===== config.mk =====
export PLATFORM = sky130hd
export DESIGN_NAME = vectorized_operand_aligner
export DESIGN_NICKNAME = d
export VERILOG_FILES = /design/src/rtl/vectorized_operand_aligner.sv
export SDC_FILE = /design/constraint.sdc
export NUM_CORES = 1
export LEC_CHECK = 0
export ABC_CLOCK_PERIOD_IN_PS = 13100
export CAP_MARGIN = 20
export CORE_UTILIZATION = 60
export CTS_BUF_LIST = sky130_fd_sc_hd__clkbuf_4 sky130_fd_sc_hd__clkbuf_8 sky130_fd_sc_hd__clkbuf_16
export DETAILED_ROUTE_END_ITERATION = 10
export GPL_TIMING_DRIVEN = 0
export PLACE_DENSITY = 0.87
export SLEW_MARGIN = 20
export SYNTH_ARGS = -nofsm -noshare
export SYNTH_HDL_FRONTEND = slang
export SYNTH_SLANG_ARGS = --single-unit

===== constraint.sdc =====
create_clock -name clk -period 13.1 [get_ports clk]
set_input_delay 2.62 -clock clk [delete_from_list [all_inputs] [get_ports clk]]
set_output_delay 2.62 -clock clk [all_outputs]
set_load 0.05 [all_outputs]

===== src/rtl/vectorized_operand_aligner.sv =====
// Pairs two AXI-Stream operand streams beat-for-beat and feeds them lane-aligned to the vectorized PE array.
// Latency: 1 cycle in the FIFO plus 1 output register (beat pushed on edge k appears after edge k+1).
// Backpressure: sN_tready drops only when FIFO N is full; pops stop when either FIFO is empty or stall is high.
//
// Ports:
//   clk, rst                       clock, synchronous active-high reset
//   sN_tdata/tkeep/tlast/tvalid    operand N AXI-Stream input (N = 1, 2)
//   sN_tready                      FIFO N not full
//   stall                          downstream hold, blocks pops
//   o1_PE_typeC, o2_PE_typeC       aligned operand data (registered)
//   o_tvalid1, o_tvalid2           per-lane valid of the aligned beat (0 when no pop)
//   o_last                         aligned beat ends a vector
//   err_last                       sticky, paired beats disagreed on tlast
//   occ1, occ2                     FIFO occupancies

// Small synchronous FIFO, show-ahead head on rd_dat.
// Latency: a write is visible at rd_dat on the cycle after the write edge.
// Backpressure: caller must not write when full nor read when empty; no internal guarding.
module vao_fifo #(
  parameter int W     = 8,
  parameter int DEPTH = 4
) (
  input  logic                     clk,
  input  logic                     rst,
  input  logic                     wr_vld,
  input  logic [W-1:0]             wr_dat,
  input  logic                     rd_vld,
  output logic [W-1:0]             rd_dat,
  output logic [$clog2(DEPTH):0]   occ
);
  localparam int AW = $clog2(DEPTH);

  logic [W-1:0]  mem [DEPTH];
  logic [AW-1:0] wptr;
  logic [AW-1:0] rptr;

  // Storage needs no reset: entries are only observed after being written.
  always_ff @(posedge clk) begin
    if (wr_vld) begin
      mem[wptr] <= wr_dat;
    end
  end

  // Pointers are exactly AW bits wide, so increment wraps modulo DEPTH.
  always_ff @(posedge clk) begin
    if (rst) begin
      wptr <= '0;
      rptr <= '0;
      occ  <= '0;
    end else begin
      if (wr_vld) wptr <= wptr + 1'b1;
      if (rd_vld) rptr <= rptr + 1'b1;
      case ({wr_vld, rd_vld})
        2'b10:   occ <= occ + 1'b1;
        2'b01:   occ <= occ - 1'b1;
        default: occ <= occ;
      endcase
    end
  end

  assign rd_dat = mem[rptr];
endmodule

module vectorized_operand_aligner #(
  parameter int FIFO_DEPTH   = 4,
  parameter int SIMD_degree  = 4,
  parameter int dwidth_float = 32,
  parameter int phit_size    = SIMD_degree * dwidth_float
) (
  input  logic                          clk,
  input  logic                          rst,
  input  logic [phit_size-1:0]          s1_tdata,
  input  logic [SIMD_degree-1:0]        s1_tkeep,
  input  logic                          s1_tlast,
  input  logic                          s1_tvalid,
  output logic                          s1_tready,
  input  logic [phit_size-1:0]          s2_tdata,
  input  logic [SIMD_degree-1:0]        s2_tkeep,
  input  logic                          s2_tlast,
  input  logic                          s2_tvalid,
  output logic                          s2_tready,
  input  logic                          stall,
  output logic [phit_size-1:0]          o1_PE_typeC,
  output logic [phit_size-1:0]          o2_PE_typeC,
  output logic [SIMD_degree-1:0]        o_tvalid1,
  output logic [SIMD_degree-1:0]        o_tvalid2,
  output logic                          o_last,
  output logic                          err_last,
  output logic [$clog2(FIFO_DEPTH):0]   occ1,
  output logic [$clog2(FIFO_DEPTH):0]   occ2
);
  localparam int OW = $clog2(FIFO_DEPTH) + 1;

  typedef struct packed {
    logic [phit_size-1:0]   data;
    logic [SIMD_degree-1:0] keep;
    logic                   last;
  } beat_t;

  beat_t in1;
  beat_t in2;
  beat_t hd1;
  beat_t hd2;
  logic  push1;
  logic  push2;
  logic  pop;

  assign in1 = '{data: s1_tdata, keep: s1_tkeep, last: s1_tlast};
  assign in2 = '{data: s2_tdata, keep: s2_tkeep, last: s2_tlast};

  // Ready looks only at occupancy: a same-cycle pop does not open a slot,
  // which keeps tready free of any path through stall or the partner FIFO.
  assign s1_tready = (occ1 != OW'(FIFO_DEPTH));
  assign s2_tready = (occ2 != OW'(FIFO_DEPTH));

  assign push1 = s1_tvalid & s1_tready;
  assign push2 = s2_tvalid & s2_tready;

  // Both FIFOs pop in lockstep so lane i of operand 1 always meets lane i of operand 2.
  assign pop = (occ1 != '0) & (occ2 != '0) & ~stall;

  vao_fifo #(.W($bits(beat_t)), .DEPTH(FIFO_DEPTH)) u_fifo1 (
    .clk    (clk),
    .rst    (rst),
    .wr_vld (push1),
    .wr_dat (in1),
    .rd_vld (pop),
    .rd_dat (hd1),
    .occ    (occ1)
  );

  vao_fifo #(.W($bits(beat_t)), .DEPTH(FIFO_DEPTH)) u_fifo2 (
    .clk    (clk),
    .rst    (rst),
    .wr_vld (push2),
    .wr_dat (in2),
    .rd_vld (pop),
    .rd_dat (hd2),
    .occ    (occ2)
  );

  // Data words hold between pops; valids and o_last are single-cycle strobes.
  // Invalid lanes are forwarded unmasked, only their valid bit is cleared.
  always_ff @(posedge clk) begin
    if (rst) begin
      o1_PE_typeC <= '0;
      o2_PE_typeC <= '0;
      o_tvalid1   <= '0;
      o_tvalid2   <= '0;
      o_last      <= 1'b0;
      err_last    <= 1'b0;
    end else begin
      if (pop) begin
        o1_PE_typeC <= hd1.data;
        o2_PE_typeC <= hd2.data;
        o_tvalid1   <= hd1.keep;
        o_tvalid2   <= hd2.keep;
        o_last      <= hd1.last | hd2.last;
        if (hd1.last != hd2.last) begin
          err_last <= 1'b1;
        end
      end else begin
        o_tvalid1 <= '0;
        o_tvalid2 <= '0;
        o_last    <= 1'b0;
      end
    end
  end
endmodule


==> flow_summary.json <==
{
  "status": "finished, final reports clean",
  "grt_max_degree": 50,
  "timing.final.max_slew_violations": 0,
  "finalClockSkew_ns": 0.0319,
  "max_slew_margin_pct": 20.6,
  "drt_first_pass_iters": 6,
  "synth.avg_cell_area_um2": 18.4,
  "finalWirelength_um": 134000,
  "area_growth_pct": 24.2,
  "port_buffers": 541,
  "num_rows": 106,
  "syn_area_mm2": 0.0506,
  "hold_buffers": 0,
  "pre_cts_slack_ns": 7.47,
  "finalHoldViolations": 0,
  "irDropWorstVdd_mv": 0.148,
  "ant_nets": 0,
  "initial_core_util_pct": 60.5,
  "synth_cell_type_count": 32,
  "root_buffer": "clkbuf_16",
  "fin_cells": 4674,
  "yosys-top-cells-area": "edfxtp_1, mux4_2, dfxtp_1",
  "critPathKind": "reg2out",
  "cts_htree_levels": 4,
  "vias": 30800,
  "critPathArrivalTime_ns": 2.74,
  "grt_overflow": 0,
  "grtUsageTotal_pct": 31.2,
  "clk_latency_ns": 0.73,
  "rsz0062_at_grt": "false",
  "syn_nets": 3034,
  "setup_ws_ns": 7.74,
  "pin_count": 545,
  "synth_edf_count": 1064,
  "die_w_um": 292,
  "viasPerCell": 6.59,
  "final_net_count": 3733,
  "power_leakage_uw": 0.0199,
  "startpoint_type": "flop",
  "tightest_slew_ns": 1.19,
  "synth_seq_cells": 1348,
  "syn_inst": 2750,
  "crit_required_ns": 10.48,
  "yosys.area.top_type": "edfxtp_1",
  "dp_cells": 4393,
  "wl_per_cell_um": 28.7,
  "dp_hpwl_um": 84100,
  "grt_first_pass_wirelength_um": 196000,
  "fmax_ghz": 0.186,
  "critPathCaptureType": "output pin",
  "detail_route.iter0.violations": 2900,
  "drive_gt1_share_pct": 20.2,
  "core-area_mm2": 0.0836,
  "yosys-top-cells-count": "edfxtp_1, dfxtp_1, a21oi_1, mux4_2, o31ai_1",
  "ys_async_sr_fraction_pct": 0,
  "dieArea_mm2": 0.0855,
  "drv_cap": 0,
  "grt_pass1_vias": 31200,
  "ys.flop_type": "edfxtp_1",
  "setup-tns-final_ns": 0,
  "clk_pin_slew_ns": 0.07,
  "layout_worst_path_cycle_share_pct": 40.9,
  "finalSetupViolCount": 0,
  "synth_top_area_share_pct": 63.2,
  "globalplace.congestion": 0.915,
  "period_minus_slack_ns": 5.36,
  "post-cts-setup-buffer-count": 0,
  "cp_max_fo": 10,
  "antenna_found_initial": 39,
  "cts_sinks": 1348,
  "seq_area_frac_synth_pct": 74.4,
  "cts_tree": "done",
  "cts-resized-gates": 0,
  "cts_buffers": 134,
  "drc": 0,
  "synthMostInstantiatedCell": "edfxtp_1",
  "die-height_um": 292,
  "power_density_mw_per_mm2": 198,
  "ys_warn_count": 0,
  "holdCritPathClass": "reg2reg",
  "cts.path.max_buffers": 3
}
power by group:
group	switching, uW	internal (uW)
logic	2210	1030
registers	154	4970
clock network	1630	2470
total	3990	8470
per-stage QoR:
stage | instance area (um^2) | hold WS, ns | util [%] | power [uW]
after global placement | 57400 | 0.454 | 68.6 | 8260
final | 62800 | 0.466 | 75.2 | 12500
after CTS | 62700 | 0.468 | 75.1 | 12400
after global routing | 62800 | 0.483 | 75.1 | 12800
after detailed placement | 57900 | 0.460 | 69.3 | 8340
after floorplan | 50600 | 0.476 | - | 7250
final timing paths:
path	start	to	slack, ns	cells after the start
min reg2reg	o2_PE_typeC[44]$_SDFFE_PP0P_	o2_PE_typeC[44]$_SDFFE_PP0P_	0.47	2
max	u_fifo1.occ[0]$_SDFFE_PP0P_	s1_tready	7.74	3
max reg2reg	u_fifo1.occ[0]$_SDFFE_PP0P_	u_fifo1.occ[2]$_SDFFE_PP0P_	9.99	10
min	o2_PE_typeC[44]$_SDFFE_PP0P_	o2_PE_typeC[44]$_SDFFE_PP0P_	0.47	2
layout by cell type, fill, tap and decap left out, drive strengths merged, types with 8 or more instances in the layout:
cell type      instances
edfxtp              1064
clkdlybuf4s50        541
dfxtp                284
clkbuf               278
a21oi                268
mux4                 266
o31ai                258
nand4                256
buf                  200
clkinv                37
diode                 32
inv                   17
bufinv                15
ha                    11
nor2b                 10
nor2                  10
and3                   8
flip-flops by register name (all words and copies together), names as in the netlist, named ones only:
signal,count
u_fifo1.occ,3
o1_PE_typeC,128
o_tvalid2,4
u_fifo2.rptr,2
u_fifo2.wptr,2
o_tvalid1,4
u_fifo2.mem,532
err_last,1
u_fifo1.wptr,2
u_fifo1.rptr,2
o_last,1
u_fifo1.mem,532
o2_PE_typeC,128
u_fifo2.occ,3
critical path, cell delays in order, from the launching register on:
cell and delay (ns):
dfxtp_1 0.49, or3b_1 0.17, clkbuf_1 0.41, clkdlybuf4s50_1 0.95
final cells by class:
cell class	instances	area, um^2
timing repair buffer	563	5950
multi-input combinational	1122	11500
sequential	1348	37600
buffer	267	1440
tap	1080	1350
antenna	32	80.1
clock inverter	60	748
fill	4473	20700
clock buffer	189	4060
inverter	13	48.8
cell families after synthesis:
logic type	share of synthesized area [%]
buffers and inverters	2.94
xor gates and xnor gates	0.0692
DFF	74.4
muxes	11.9
and+or+nand+nor	3.76
AOI/OAI and AO/OA	6.58
adders and majority gates	0.351
per-layer routing:
metal	wire (um)	global-route usage, %	up-vias
met5	177	0	-
met4	7270	17.6	28
met3	13600	8.20	444
met2	66300	50.0	1985
met1	46900	39.1	15400
li1	-	-	12900
Power figures use the tool's default switching activity.
